==> src/rtl/regfile.sv <==
// ---------------------------------------------------------------------------
// regfile : architectural general-purpose register file, 32 x 32-bit.
//
// One write port fed by the write-back stage.
// Two independent combinational read ports consumed by decode.
// Register 0 is hardwired to zero.
//
// Optional feature, controlled by the macro REGFILE_BYPASS_EN:
//   - Defined: a read of the address being written in the same cycle
//     returns wdata before the edge (WB->ID bypass).
//   - Undefined: such a read returns the old array value.
//
// Ports:
//   clk     in   1   sole clock; writes commit on the rising edge
//   rst     in   1   asynchronous, active-high; clears the array and
//                    forces both read ports to zero
//   we      in   1   write enable (wb_wreg)
//   waddr   in   5   write destination (wb_wd)
//   wdata   in  32   write data (wb_wdata)
//   re1     in   1   read-port-1 enable
//   raddr1  in   5   read-port-1 address
//   rdata1  out 32   read-port-1 data, combinational
//   re2     in   1   read-port-2 enable
//   raddr2  in   5   read-port-2 address
//   rdata2  out 32   read-port-2 data, combinational
//
// There is no handshake: writes are accepted unconditionally whenever
// we is high on a rising edge, and reads never stall.
// ---------------------------------------------------------------------------
module regfile #(
    parameter int REG_NUM = 32,
    parameter int REG_AW  = 5,
    parameter int DW      = 32
) (
    input  logic              clk,
    input  logic              rst,
    input  logic              we,
    input  logic [REG_AW-1:0] waddr,
    input  logic [DW-1:0]     wdata,
    input  logic              re1,
    input  logic [REG_AW-1:0] raddr1,
    output logic [DW-1:0]     rdata1,
    input  logic              re2,
    input  logic [REG_AW-1:0] raddr2,
    output logic [DW-1:0]     rdata2
);

    logic [DW-1:0] r_regs [REG_NUM];

    // A write to r0 is discarded here. Because of that, r_regs[0] holds
    // zero from reset onward. The read paths also decode address 0
    // explicitly, so r0 reads as zero even with the bypass active.
    logic w_wr_en;
    assign w_wr_en = we && (waddr != '0);

    always_ff @(posedge clk or posedge rst) begin
        if (rst) begin
            for (int i = 0; i < REG_NUM; i++) begin
                r_regs[i] <= '0;
            end
        end else if (w_wr_en) begin
            r_regs[waddr] <= wdata;
        end
    end

    logic w_hit1;
    logic w_hit2;

`ifdef REGFILE_BYPASS_EN
    // The address-0 case is already excluded by w_wr_en.
    assign w_hit1 = w_wr_en && re1 && (waddr == raddr1);
    assign w_hit2 = w_wr_en && re2 && (waddr == raddr2);
`else
    assign w_hit1 = 1'b0;
    assign w_hit2 = 1'b0;
`endif

    // Read-port priority: reset, then enable, then r0, then bypass,
    // then the array.
    always_comb begin
        rdata1 = '0;
        if (rst || !re1 || (raddr1 == '0)) begin
            rdata1 = '0;
        end else if (w_hit1) begin
            rdata1 = wdata;
        end else begin
            rdata1 = r_regs[raddr1];
        end
    end

    always_comb begin
        rdata2 = '0;
        if (rst || !re2 || (raddr2 == '0)) begin
            rdata2 = '0;
        end else if (w_hit2) begin
            rdata2 = wdata;
        end else begin
            rdata2 = r_regs[raddr2];
        end
    end

endmodule

==> config.mk <==
export PLATFORM = sky130hd
export DESIGN_NAME = regfile
export DESIGN_NICKNAME = d
export VERILOG_FILES = /design/src/rtl/regfile.sv
export SDC_FILE = /design/constraint.sdc
export NUM_CORES = 2
export LEC_CHECK = 0
export BUFFER_PORTS_ARGS = -buffer_cell sky130_fd_sc_hd__buf_2
export CAP_MARGIN = 20
export CORE_ASPECT_RATIO = 1.5
export CORE_MARGIN = 8
export CORE_UTILIZATION = 30
export DETAILED_ROUTE_END_ITERATION = 10
export GPL_ROUTABILITY_DRIVEN = 0
export PLACE_DENSITY_LB_ADDON = 0.3
export SLEW_MARGIN = 10
export SYNTH_ARGS = -nofsm -noshare
export SYNTH_HDL_FRONTEND = slang
export SYNTH_SLANG_ARGS = --single-unit
export TNS_END_PERCENT = 10
==> constraint.sdc <==
create_clock -name clk -period 36.4 [get_ports clk]
set_clock_uncertainty 0.15 [all_clocks]
set_input_delay 3.64 -clock clk [delete_from_list [all_inputs] [get_ports clk]]
set_output_delay 3.64 -clock clk [all_outputs]
set_load 0.005 [all_outputs]
==> impl_metrics.env <==
export IMPL_status="finished, final reports clean"
export IMPL_rsz0062_at_grt="false"
export IMPL_grt_pass1_wl_um=287000
export IMPL_num_rows=193
export IMPL_nFillCells=17937
export IMPL_drive_above_1_share_pct=45.4
export IMPL_post_cts_resized=0
export IMPL_synth_compound_area_share_pct=5.41
export IMPL_clockBufferDepth=3
export IMPL_power_mw=3.21
export IMPL_timing_rr_start="r_regs[364]$_DFFE_PP0P_"
export IMPL_drc=0
export IMPL_yosysTopAreaCell="dfrtp_1"
export IMPL_cts_htree_levels=3
export IMPL_start_util_pct=30.1
export IMPL_relSlewSlack_pct=22.7
export IMPL_ant_nets=0
export IMPL_worstRegToRegCells=1
export IMPL_seqCellArea_mm2=0.0256
export IMPL_wl_per_cell_um=31.7
export IMPL_first_pass_iters=5
export IMPL_numCtsBuffers=98
export IMPL_nets=3840
export IMPL_path_clk_slew_ns=0.06
export IMPL_yosys_most_used_dff="dfrtp_1"
export IMPL_largest_registers="r_regs x1024"
export IMPL_fin_crit_sh_pct=30.1
export IMPL_globalRouteTotalUtil_pct=19.6
export IMPL_dpl_hpwl_um=115000
export IMPL_synth_most_common_cell="mux2_2"
export IMPL_die_w_um=366
export IMPL_grt_pass1_vias=38200
export IMPL_drt_iter0_markers=2827
export IMPL_yosys_top_cells_count="mux2_2 (1069), dfrtp_1 (1024), mux2i_1 (432), mux4_2 (273), clkbuf_1 (214)"
export IMPL_power_leakage_nw=26.5
export IMPL_largest_reg_flops=1024
export IMPL_clockRootBuffer="clkbuf_16"
export IMPL_synthMuxAreaShare_pct=42.3
export IMPL_r2r_end="r_regs[364]$_DFFE_PP0P_"
export IMPL_async_reset_ff_share_pct=100
export IMPL_cts_setup_buffers=0
export IMPL_maxSlewViolCount=0
export IMPL_synth_top_cells_by_area="dfrtp_1 (46%), mux2_2 (22%), mux4_2 (11%), mux2i_1 (7.8%), a22oi_1 (2.1%)"
export IMPL_cp_start_kind="input pin"
export IMPL_synth_edf_count=0
export IMPL_antenna_found_initial=36
export IMPL_path_max_fanout=61
export IMPL_worstMarginPinSlew_ns=1.16
export IMPL_cts_sinks=1024
export IMPL_insertion_delay_ns=0.71
export IMPL_synth_top_cell_area_share_pct=46.4
export IMPL_synth_cells=3924
export IMPL_startpoint="raddr1[1]"
export IMPL_r2r_slack_ns=35.44
export IMPL_yosysSeqAreaShare_pct=46.4
export IMPL_p_per_area_mw_per_mm2=52.6
export IMPL_hold_path_class="reg2reg"
export IMPL_yosysWarnings=0
export IMPL_crit_arrival_ns=7.18
export IMPL_syn_avg_cell_area_um2=14.1
export IMPL_hold_violations=0
export IMPL_min_period_ns=10.97
export IMPL_grt_overflow_total=0
export IMPL_core_area_mm2=0.184
export IMPL_worstSetupPathType="in2out"
export IMPL_multiInputGateArea_mm2=0.0277
export IMPL_grt_start_max_net_pins=173
export IMPL_die_h_um=542
export IMPL_cts_tree="done"
export IMPL_irDropWorstVdd_v=0.0000351
export IMPL_synthAdderAreaFrac_pct=0
export IMPL_synth_fp_nets=3976
export IMPL_ys_ff_latch=1024
export IMPL_area_growth_syn_to_layout_pct=10.5
export IMPL_die_area_mm2=0.199
export IMPL_largest_register="r_regs"
export IMPL_yosysUniqueCellTypes=41
export IMPL_fmax_ghz=0.0911
export IMPL_crit_end="rdata1[21]"
export IMPL_via_count=36197
export IMPL_portBuffers=115
export IMPL_syn_cell_area_mm2=0.0553
export IMPL_finalWirelength_um=200000
export IMPL_final_setup_viol_count=0
export IMPL_synth_xor_area_share_pct=0
export IMPL_end_kind="output port"
export IMPL_required_ns=32.61
export IMPL_pin_count=116
export IMPL_yosys_area_share_simple_pct=1.92
export IMPL_synth_top_family_by_area="multiplexers"
export IMPL_maxCapViolations=0
export IMPL_holdBufCountCts=0
export IMPL_via_per_inst=5.74
export IMPL_tns_ns=0
## worst min-delay path by stage
stage / from / to / cells after the start
3_3_place_gp: r_regs[1010]$_DFFE_PP0P_ / r_regs[1010]$_DFFE_PP0P_ / 0
6_report: r_regs[995]$_DFFE_PP0P_ / r_regs[995]$_DFFE_PP0P_ / 0
5_1_grt: r_regs[1010]$_DFFE_PP0P_ / r_regs[1010]$_DFFE_PP0P_ / 0
2_1_floorplan: r_regs[1010]$_DFFE_PP0P_ / r_regs[1010]$_DFFE_PP0P_ / 1
3_5_place_dp: r_regs[998]$_DFFE_PP0P_ / r_regs[998]$_DFFE_PP0P_ / 0
4_1_cts: r_regs[995]$_DFFE_PP0P_ / r_regs[995]$_DFFE_PP0P_ / 0
## power breakdown
part	internal (mW)	switching (mW)	total, mW
registers	1.35	0.162	1.52
logic	0.374	0.279	0.652
clock network	0.580	0.464	1.04
## cell usage in the layout, fill, tap and decap left out, types with 4 or more instances in the layout
cell type,n
nand2_2,7
clkbuf_8,17
mux2i_1,432
a32oi_1,62
a221oi_1,62
o211ai_1,12
nand2_1,55
dfrtp_1,1024
diode_2,17
nor3b_1,4
buf_8,6
nor2_4,20
clkbuf_16,100
nor2b_4,7
a31oi_1,17
bufinv_16,6
clkbuf_1,24
nand3b_1,6
buf_12,5
a22oi_1,152
nand2b_1,21
buf_4,87
o21ai_0,59
mux4_1,25
nand3_1,67
buf_2,108
mux2_1,21
nand2_4,8
clkinv_2,15
mux4_2,273
mux2_2,1069
a21oi_1,44
## critical path: stages
cell and delay [ns]:
buf_8 0.53, buf_4 0.60, buf_4 0.63, and2_2 0.27, buf_4 0.43, a221oi_1 0.18
o21ai_0 0.12, a32oi_1 0.34, buf_2 0.27
## final cells by class
type                    count  area share, %
diodes                     17         0.0696
clock buffers             141           4.63
clock inverters            27          0.541
inverters                   4         0.0410
multi-input cells        2451           45.4
flip-flops and latches   1024           42.0
well taps                2437           4.99
repair buffers            209           2.36
## metal layers
metal | vias to the layer above | routed length, um | share of wire [%] | global-route usage (%)
met3 | 416 | 13900 | 7.0 | 4.10
met1 | 19716 | 81000 | 41 | 24.9
li1 | 14778 | - | - | -
met4 | 12 | 9540 | 4.8 | 8.37
met2 | 1275 | 95400 | 48 | 32.4
met5 | - | 74 | 0.037 | 0
## metrics by stage
| step | area [um2] | setup slack [ns] | util (%) | hold WS [ns] | cells |
|---|---|---|---|---|---|
| floorplan | 55300 | 3.75 | - | 0.291 | 3924 |
| global placement | 57800 | 25.38 | 31.5 | 0.230 | 6121 |
| detailed placement | 57800 | 25.40 | 31.5 | 0.237 | 6122 |
| CTS | 61000 | 25.40 | 33.2 | 0.251 | 6290 |
| global route | 61000 | 25.27 | 33.2 | 0.262 | 6296 |
| finish | 61100 | 25.43 | 33.2 | 0.250 | 6310 |
## kinds of logic after synthesis
logic type / count (synthesis)
AOI/OAI and AO/OA: 415
and+or+nand+nor: 216
muxes: 1820
buffers and inverters: 449
DFF: 1024
Power figures use the tool's default switching activity.
